===== config.mk =====
export PLATFORM = sky130hd
export DESIGN_NAME = mem_copy_initiator
export DESIGN_NICKNAME = d
export VERILOG_FILES = /design/src/rtl/mem_copy_initiator.sv
export SDC_FILE = /design/constraint.sdc
export NUM_CORES = 1
export LEC_CHECK = 0
export BUFFER_PORTS_ARGS = -buffer_cell sky130_fd_sc_hd__buf_2
export CELL_PAD_IN_SITES_DETAIL_PLACEMENT = 1
export CELL_PAD_IN_SITES_GLOBAL_PLACEMENT = 1
export CORE_MARGIN = 1
export CORE_UTILIZATION = 38
export DETAILED_ROUTE_END_ITERATION = 8
export GPL_TIMING_DRIVEN = 1
export PLACE_DENSITY_LB_ADDON = 0.25
export SLEW_MARGIN = 15
export SYNTH_ARGS = -nofsm -noshare
export SYNTH_HDL_FRONTEND = slang
export SYNTH_SLANG_ARGS = --single-unit

===== constraint.sdc =====
create_clock -name clk -period 2.7 [get_ports clk]
set_clock_uncertainty 0.1 [all_clocks]
set_input_delay 0 -clock clk [delete_from_list [all_inputs] [get_ports clk]]
set_output_delay 0 -clock clk [all_outputs]
set_load 0.03 [all_outputs]

===== src/rtl/mem_copy_initiator.sv =====
// Request-side engine for a synchronous RAM: copies LEN words from SRC to DST,
// or fills LEN words at DST with a constant, one RAM request per cycle.
module mem_copy_initiator #(
    parameter int unsigned ADDR_W = 6,
    parameter int unsigned DATA_W = 16
) (
    input  logic              clk,
    input  logic              rst,
    input  logic              start,
    input  logic              mode,
    input  logic [ADDR_W-1:0] src_addr,
    input  logic [ADDR_W-1:0] dst_addr,
    input  logic [ADDR_W:0]   length,
    input  logic [DATA_W-1:0] fill_data,
    output logic              busy,
    output logic              done,
    output logic              read_rq,
    output logic              write_rq,
    output logic [ADDR_W-1:0] rw_address,
    output logic [DATA_W-1:0] write_data,
    input  logic [DATA_W-1:0] read_data
);

    localparam int unsigned LEN_W = ADDR_W + 1;

    typedef enum logic [2:0] {
        IDLE,
        NEXT,
        RD,
        WR,
        DONE
    } state_t;

    state_t              state_q, state_d;
    logic                mode_q, mode_d;
    logic [ADDR_W-1:0]   src_ptr_q, src_ptr_d;
    logic [ADDR_W-1:0]   dst_ptr_q, dst_ptr_d;
    logic [LEN_W-1:0]    rem_q, rem_d;
    logic [DATA_W-1:0]   fill_q, fill_d;

    logic                busy_d, done_d, read_rq_d, write_rq_d;
    logic [ADDR_W-1:0]   rw_address_d;
    logic [DATA_W-1:0]   write_data_d;

    // State, command and output registers
    always_ff @(posedge clk) begin
        if (rst) begin
            state_q    <= IDLE;
            mode_q     <= 1'b0;
            src_ptr_q  <= '0;
            dst_ptr_q  <= '0;
            rem_q      <= '0;
            fill_q     <= '0;
            busy       <= 1'b0;
            done       <= 1'b0;
            read_rq    <= 1'b0;
            write_rq   <= 1'b0;
            rw_address <= '0;
            write_data <= '0;
        end else begin
            state_q    <= state_d;
            mode_q     <= mode_d;
            src_ptr_q  <= src_ptr_d;
            dst_ptr_q  <= dst_ptr_d;
            rem_q      <= rem_d;
            fill_q     <= fill_d;
            busy       <= busy_d;
            done       <= done_d;
            read_rq    <= read_rq_d;
            write_rq   <= write_rq_d;
            rw_address <= rw_address_d;
            write_data <= write_data_d;
        end
    end

    // Next state; outputs are derived from the state being entered so they
    // line up with it once registered. WR skips NEXT to keep requests back to back.
    always_comb begin
        state_d      = state_q;
        mode_d       = mode_q;
        src_ptr_d    = src_ptr_q;
        dst_ptr_d    = dst_ptr_q;
        rem_d        = rem_q;
        fill_d       = fill_q;
        busy_d       = 1'b0;
        done_d       = 1'b0;
        read_rq_d    = 1'b0;
        write_rq_d   = 1'b0;
        rw_address_d = '0;
        write_data_d = '0;

        case (state_q)
            IDLE: begin
                if (start) begin
                    state_d   = NEXT;
                    mode_d    = mode;
                    src_ptr_d = src_addr;
                    dst_ptr_d = dst_addr;
                    rem_d     = length;
                    fill_d    = fill_data;
                end
            end
            NEXT, WR: begin
                if (rem_q == LEN_W'(0)) begin
                    state_d = DONE;
                end else begin
                    state_d = mode_q ? WR : RD;
                end
            end
            RD:      state_d = WR;
            DONE:    state_d = IDLE;
            default: state_d = IDLE;
        endcase

        busy_d = (state_d == NEXT) || (state_d == RD) || (state_d == WR);
        done_d = (state_d == DONE);

        if (state_d == RD) begin
            read_rq_d    = 1'b1;
            rw_address_d = src_ptr_q;
            src_ptr_d    = src_ptr_q + ADDR_W'(1);
        end

        // The write_data register doubles as the read-data hold register.
        if (state_d == WR) begin
            write_rq_d   = 1'b1;
            rw_address_d = dst_ptr_q;
            write_data_d = mode_q ? fill_q : read_data;
            dst_ptr_d    = dst_ptr_q + ADDR_W'(1);
            rem_d        = rem_q - LEN_W'(1);
        end
    end

endmodule


==> impl_metrics.prom <==
# TYPE chip_impl_metric gauge
chip_impl_metric{name="worst-r2r-setup-slack",unit="ns"} 0.13
chip_impl_metric{name="post-route-worst-setup-slack",unit="ns"} 0.135
chip_impl_info{name="r2r-end",value="fill_q[15]"} 1
chip_impl_metric{name="setup_viol_count_final",unit=""} 0
chip_impl_metric{name="place_worst_setup_slack",unit="ns"} 0.453
chip_impl_metric{name="gp_congestion",unit=""} 0.839
chip_impl_metric{name="cts_inserted_buffers",unit=""} 9
chip_impl_metric{name="die_area",unit="sq um"} 7610
chip_impl_metric{name="synthCells",unit=""} 309
chip_impl_metric{name="numClockSinks",unit=""} 65
chip_impl_info{name="criticalPathCategory",value="flop to flop"} 1
chip_impl_metric{name="reg2regPathDepth",unit=""} 4
chip_impl_info{name="worstPathCellList",value="or4b_2 -> nand2_1 -> a21oi_1 -> dlygate4sd3_1"} 1
chip_impl_metric{name="netSwitchingPower",unit="W"} 0.00113
chip_impl_info{name="netlist_top_cells_area",value="sky130_fd_sc_hd__dfxtp_1 47%, sky130_fd_sc_hd__mux2i_1 6.2%, sky130_fd_sc_hd__nand2_1 5.7%"} 1
chip_impl_metric{name="final_layout_size_suffix_gt1_share",unit="%"} 23.8
chip_impl_metric{name="placement.io_buffers",unit=""} 80
chip_impl_metric{name="antenna_left",unit=""} 0
chip_impl_metric{name="cts.path.max_buffers",unit=""} 2
chip_impl_metric{name="final_net_count",unit=""} 508
chip_impl_metric{name="die_width",unit="um"} 87.2
chip_impl_metric{name="combinationalPowerShare",unit="%"} 32.3
chip_impl_metric{name="fp.dieH",unit="um"} 87.2
chip_impl_metric{name="seq_area",unit="sq um"} 1300
chip_impl_metric{name="fmaxAchievable",unit="MHz"} 390
chip_impl_metric{name="drt_drc_violations_left",unit=""} 0
chip_impl_metric{name="drt-wirelength-per-cell",unit="um"} 18.4
chip_impl_metric{name="timing.critical_path.required",unit="ns"} 2.84
chip_impl_metric{name="worst_ep_arrival_time",unit="ns"} 2.71
chip_impl_metric{name="area_occupied_by_multi_input_gates",unit="sq um"} 1330
chip_impl_metric{name="syn-mean-instance-area",unit="sq um"} 8.93
chip_impl_metric{name="mappedNetlistArea",unit="sq um"} 2760
chip_impl_metric{name="slew_viol_final",unit=""} 0
chip_impl_metric{name="filler_cell_count",unit=""} 845
chip_impl_metric{name="synth-edff-count",unit=""} 0
chip_impl_metric{name="largest_net_degree_at_the_start_of_global_routing",unit=""} 29
chip_impl_metric{name="detail_route.first_pass.iterations",unit=""} 4
chip_impl_metric{name="min_period",unit="ns"} 2.57
chip_impl_metric{name="clockPowerShare",unit="%"} 28.7
chip_impl_metric{name="rows",unit=""} 30
chip_impl_info{name="highest-signal-layer",value="met4"} 1
chip_impl_info{name="cts_tree",value="done"} 1
chip_impl_info{name="hold_class",value="input port to flop"} 1
chip_impl_metric{name="timing.final.hold_violations",unit=""} 0
chip_impl_metric{name="finalCritPeriodShare",unit="%"} 95.0
chip_impl_metric{name="start_util",unit="%"} 40.0
chip_impl_metric{name="yosysSeqAreaShare",unit="%"} 47.1
chip_impl_metric{name="max-vdd-ir-drop",unit="mV"} 0.526
chip_impl_metric{name="wl_met1",unit="mm"} 3.96
chip_impl_metric{name="max_slew.worst_pin.slew",unit="ns"} 0.812
chip_impl_metric{name="grtUsageTotal",unit="%"} 28.1
chip_impl_metric{name="power.share.switching",unit="%"} 35.4
chip_impl_metric{name="diodes",unit=""} 0
chip_impl_info{name="outcome",value="complete, no violations"} 1
chip_impl_metric{name="seqPwrFrac",unit="%"} 39.1
chip_impl_metric{name="ys.warnings.count",unit=""} 0
chip_impl_info{name="r2r-start",value="state_q[0]"} 1
chip_impl_info{name="startpoint_type",value="flop"} 1
chip_impl_metric{name="dp_hpwl",unit="mm"} 5.34
chip_impl_info{name="sort_of_element_at_the_end_of_the_critical_path",value="flop"} 1
chip_impl_info{name="rsz0062_at_grt",value="no"} 1
chip_impl_metric{name="wire_length_of_the_first_global_routing_pass",unit="mm"} 15.8
chip_impl_metric{name="drt_wl_total",unit="mm"} 10.1
chip_impl_metric{name="clk_latency",unit="ns"} 0.35
chip_impl_info{name="synth_top_flop_cell",value="sky130_fd_sc_hd__dfxtp_1"} 1
chip_impl_metric{name="wl_met3",unit="um"} 389
chip_impl_metric{name="power.density_cell_area",unit="nW/um^2"} 780
chip_impl_info{name="clock_root_cell",value="sky130_fd_sc_hd__clkbuf_8"} 1
chip_impl_metric{name="core-area",unit="sq um"} 6910
chip_impl_metric{name="drt-vias-per-instance",unit=""} 5.41
chip_impl_metric{name="route.vias.total",unit=""} 2974
chip_impl_info{name="endpoint",value="fill_q[15]"} 1
chip_impl_metric{name="synth_top_area_share",unit="%"} 47.1
chip_impl_metric{name="slew-limit-headroom",unit="%"} 45.5
chip_impl_info{name="critical_path.startpoint",value="state_q[0]"} 1
chip_impl_metric{name="num_io_pins",unit=""} 81
chip_impl_metric{name="drv_cap",unit=""} 0
chip_impl_metric{name="total_leakage_power",unit="nW"} 1.73
chip_impl_metric{name="postSynthRegisterBits",unit=""} 65
chip_impl_info{name="cp_slowest_cell",value="sky130_fd_sc_hd__or4b_2"} 1
chip_impl_metric{name="ys_types",unit=""} 45
chip_impl_metric{name="p_int",unit="W"} 0.00207
chip_impl_info{name="synth_top_cell_by_area",value="sky130_fd_sc_hd__dfxtp_1"} 1
chip_impl_metric{name="number_of_antenna_violations_at_the_first_check_in_global_routing",unit=""} 0
chip_impl_metric{name="clk_pin_slew",unit="ns"} 0.08
chip_impl_metric{name="layout-area-overhead-vs-synth",unit="%"} 48.4
chip_impl_metric{name="asyncSetResetFlopFracSynth",unit="%"} 0
chip_impl_metric{name="cts_resized",unit=""} 0
chip_impl_metric{name="synth_nets",unit=""} 367
chip_impl_metric{name="detailroute.wirelength.met2",unit="mm"} 5.53
chip_impl_metric{name="cts-htree-levels",unit=""} 3
chip_impl_metric{name="globalRouteOverflowTotal",unit=""} 0
chip_impl_metric{name="vias_in_the_first_global_route",unit=""} 3161
chip_impl_metric{name="total_negative_setup_slacks",unit="ns"} 0
chip_impl_metric{name="critPathMaxStageDelay",unit="ns"} 1.02
chip_impl_metric{name="crit_path_max_fanout",unit=""} 24
chip_impl_metric{name="initialDrtViolationCount",unit=""} 150
-- cells in the final DEF (no fill, tap or decap), drive strengths merged, types with 6 or more instances in the layout --
master / instances
buf: 87
dfxtp: 65
dlygate4sd3: 64
nand2: 42
nor2: 28
a21oi: 25
mux2i: 17
nand3: 16
clkbuf: 12
inv: 11
a22oi: 10
a211oi: 6
a32oi: 6
-- state kept, by name, indices dropped and copies added (netlist names) --
signal / flops
write_data: 16
read_rq: 1
busy: 1
write_rq: 1
fill_q: 16
rw_address: 6
mode_q: 1
rem_q: 7
dst_ptr_q: 6
done: 1
src_ptr_q: 6
state_q: 3
-- kinds of logic after synthesis --
| group | synth area share, % |
|---|---|
| AO/OA/AOI/OAI | 20.5 |
| multiplexers | 6.57 |
| buffers and inverters | 4.99 |
| AND/OR/NAND/NOR | 19.4 |
| adder cells (fa/ha/maj) | 1.36 |
| flip-flops | 47.1 |
-- per-stage QoR --
stage          util [%]  area, sq um  std cells  hold WS [ns]  power, W
3_3_place_gp       47.0         3250        471         0.122   0.00211
6_report           59.3         4100        550         0.185   0.00320
2_1_floorplan         -         2760        309        0.0251   0.00187
4_1_cts            59.3         4100        550         0.145   0.00315
3_5_place_dp       47.0         3250        471         0.137   0.00214
5_1_grt            59.3         4100        550         0.203   0.00334
-- power groups by stage --
| stage | combinational [W] | clock, W | sequential [W] |
|---|---|---|---|
| floorplan | 0.000587 | 0 | 0.00128 |
| global placement | 0.000860 | 0 | 0.00125 |
| detailed placement | 0.000884 | 0 | 0.00126 |
| CTS | 0.000987 | 0.000929 | 0.00124 |
| global route | 0.00111 | 0.000959 | 0.00127 |
| finish | 0.00103 | 0.000916 | 0.00125 |
-- layer usage --
| layer | track usage, % | vias to the layer above |
|---|---|---|
| met5 | 0 | - |
| met4 | 15.1 | 0 |
| li1 | - | 1396 |
| met1 | 30.8 | 1452 |
| met3 | 3.79 | 25 |
| met2 | 52.3 | 101 |
-- worst min path at each step --
| stage | from | to | slack [ns] | cells past startpoint |
|---|---|---|---|---|
| final | start | fill_q[2] | 0.19 | 5 |
| after global routing | start | fill_q[4] | 0.20 | 5 |
| after CTS | start | busy | 0.14 | 4 |
| after detailed placement | dst_addr[1] | dst_ptr_q[1] | 0.14 | 3 |
| after global placement | length[5] | rem_q[5] | 0.12 | 3 |
| after floorplan | length[5] | rem_q[5] | 0.03 | 2 |
-- synth_stat cells, types with 6 or more instances --
cell                       number
sky130_fd_sc_hd__nor2_1        28
sky130_fd_sc_hd__a21oi_1       24
sky130_fd_sc_hd__nand2_1       42
sky130_fd_sc_hd__dfxtp_1       65
sky130_fd_sc_hd__a22oi_1       10
sky130_fd_sc_hd__inv_1         10
sky130_fd_sc_hd__clkbuf_1      14
sky130_fd_sc_hd__mux2i_1       17
sky130_fd_sc_hd__a211oi_1       6
sky130_fd_sc_hd__nand3_1       16
sky130_fd_sc_hd__a32oi_1        6
-- timing repair --
action / 4_1_cts / 5_1_grt
setup buffers: 0 / 0
endpoints found under the hold margin: 54 / 0
hold buffers: 64 / 0
-- worst max-delay path, delay by kind of cell, from the launching register on --
kind            cells  cell delay [ns]
simple gates        2             1.24
buf+inv             1             0.57
flops               1             0.46
compound gates      1             0.08
-- area by class of cell --
cell class              count  share of cell area (%)
inverters                  11                    1.01
flip-flops and latches     65                    31.8
clock inverters             3                    1.59
multi-input cells         212                    32.5
well taps                  96                    2.93
repair buffers            151                    26.7
clock buffers              12                    3.54
Note: power is estimated with default switching activity, not from simulation.
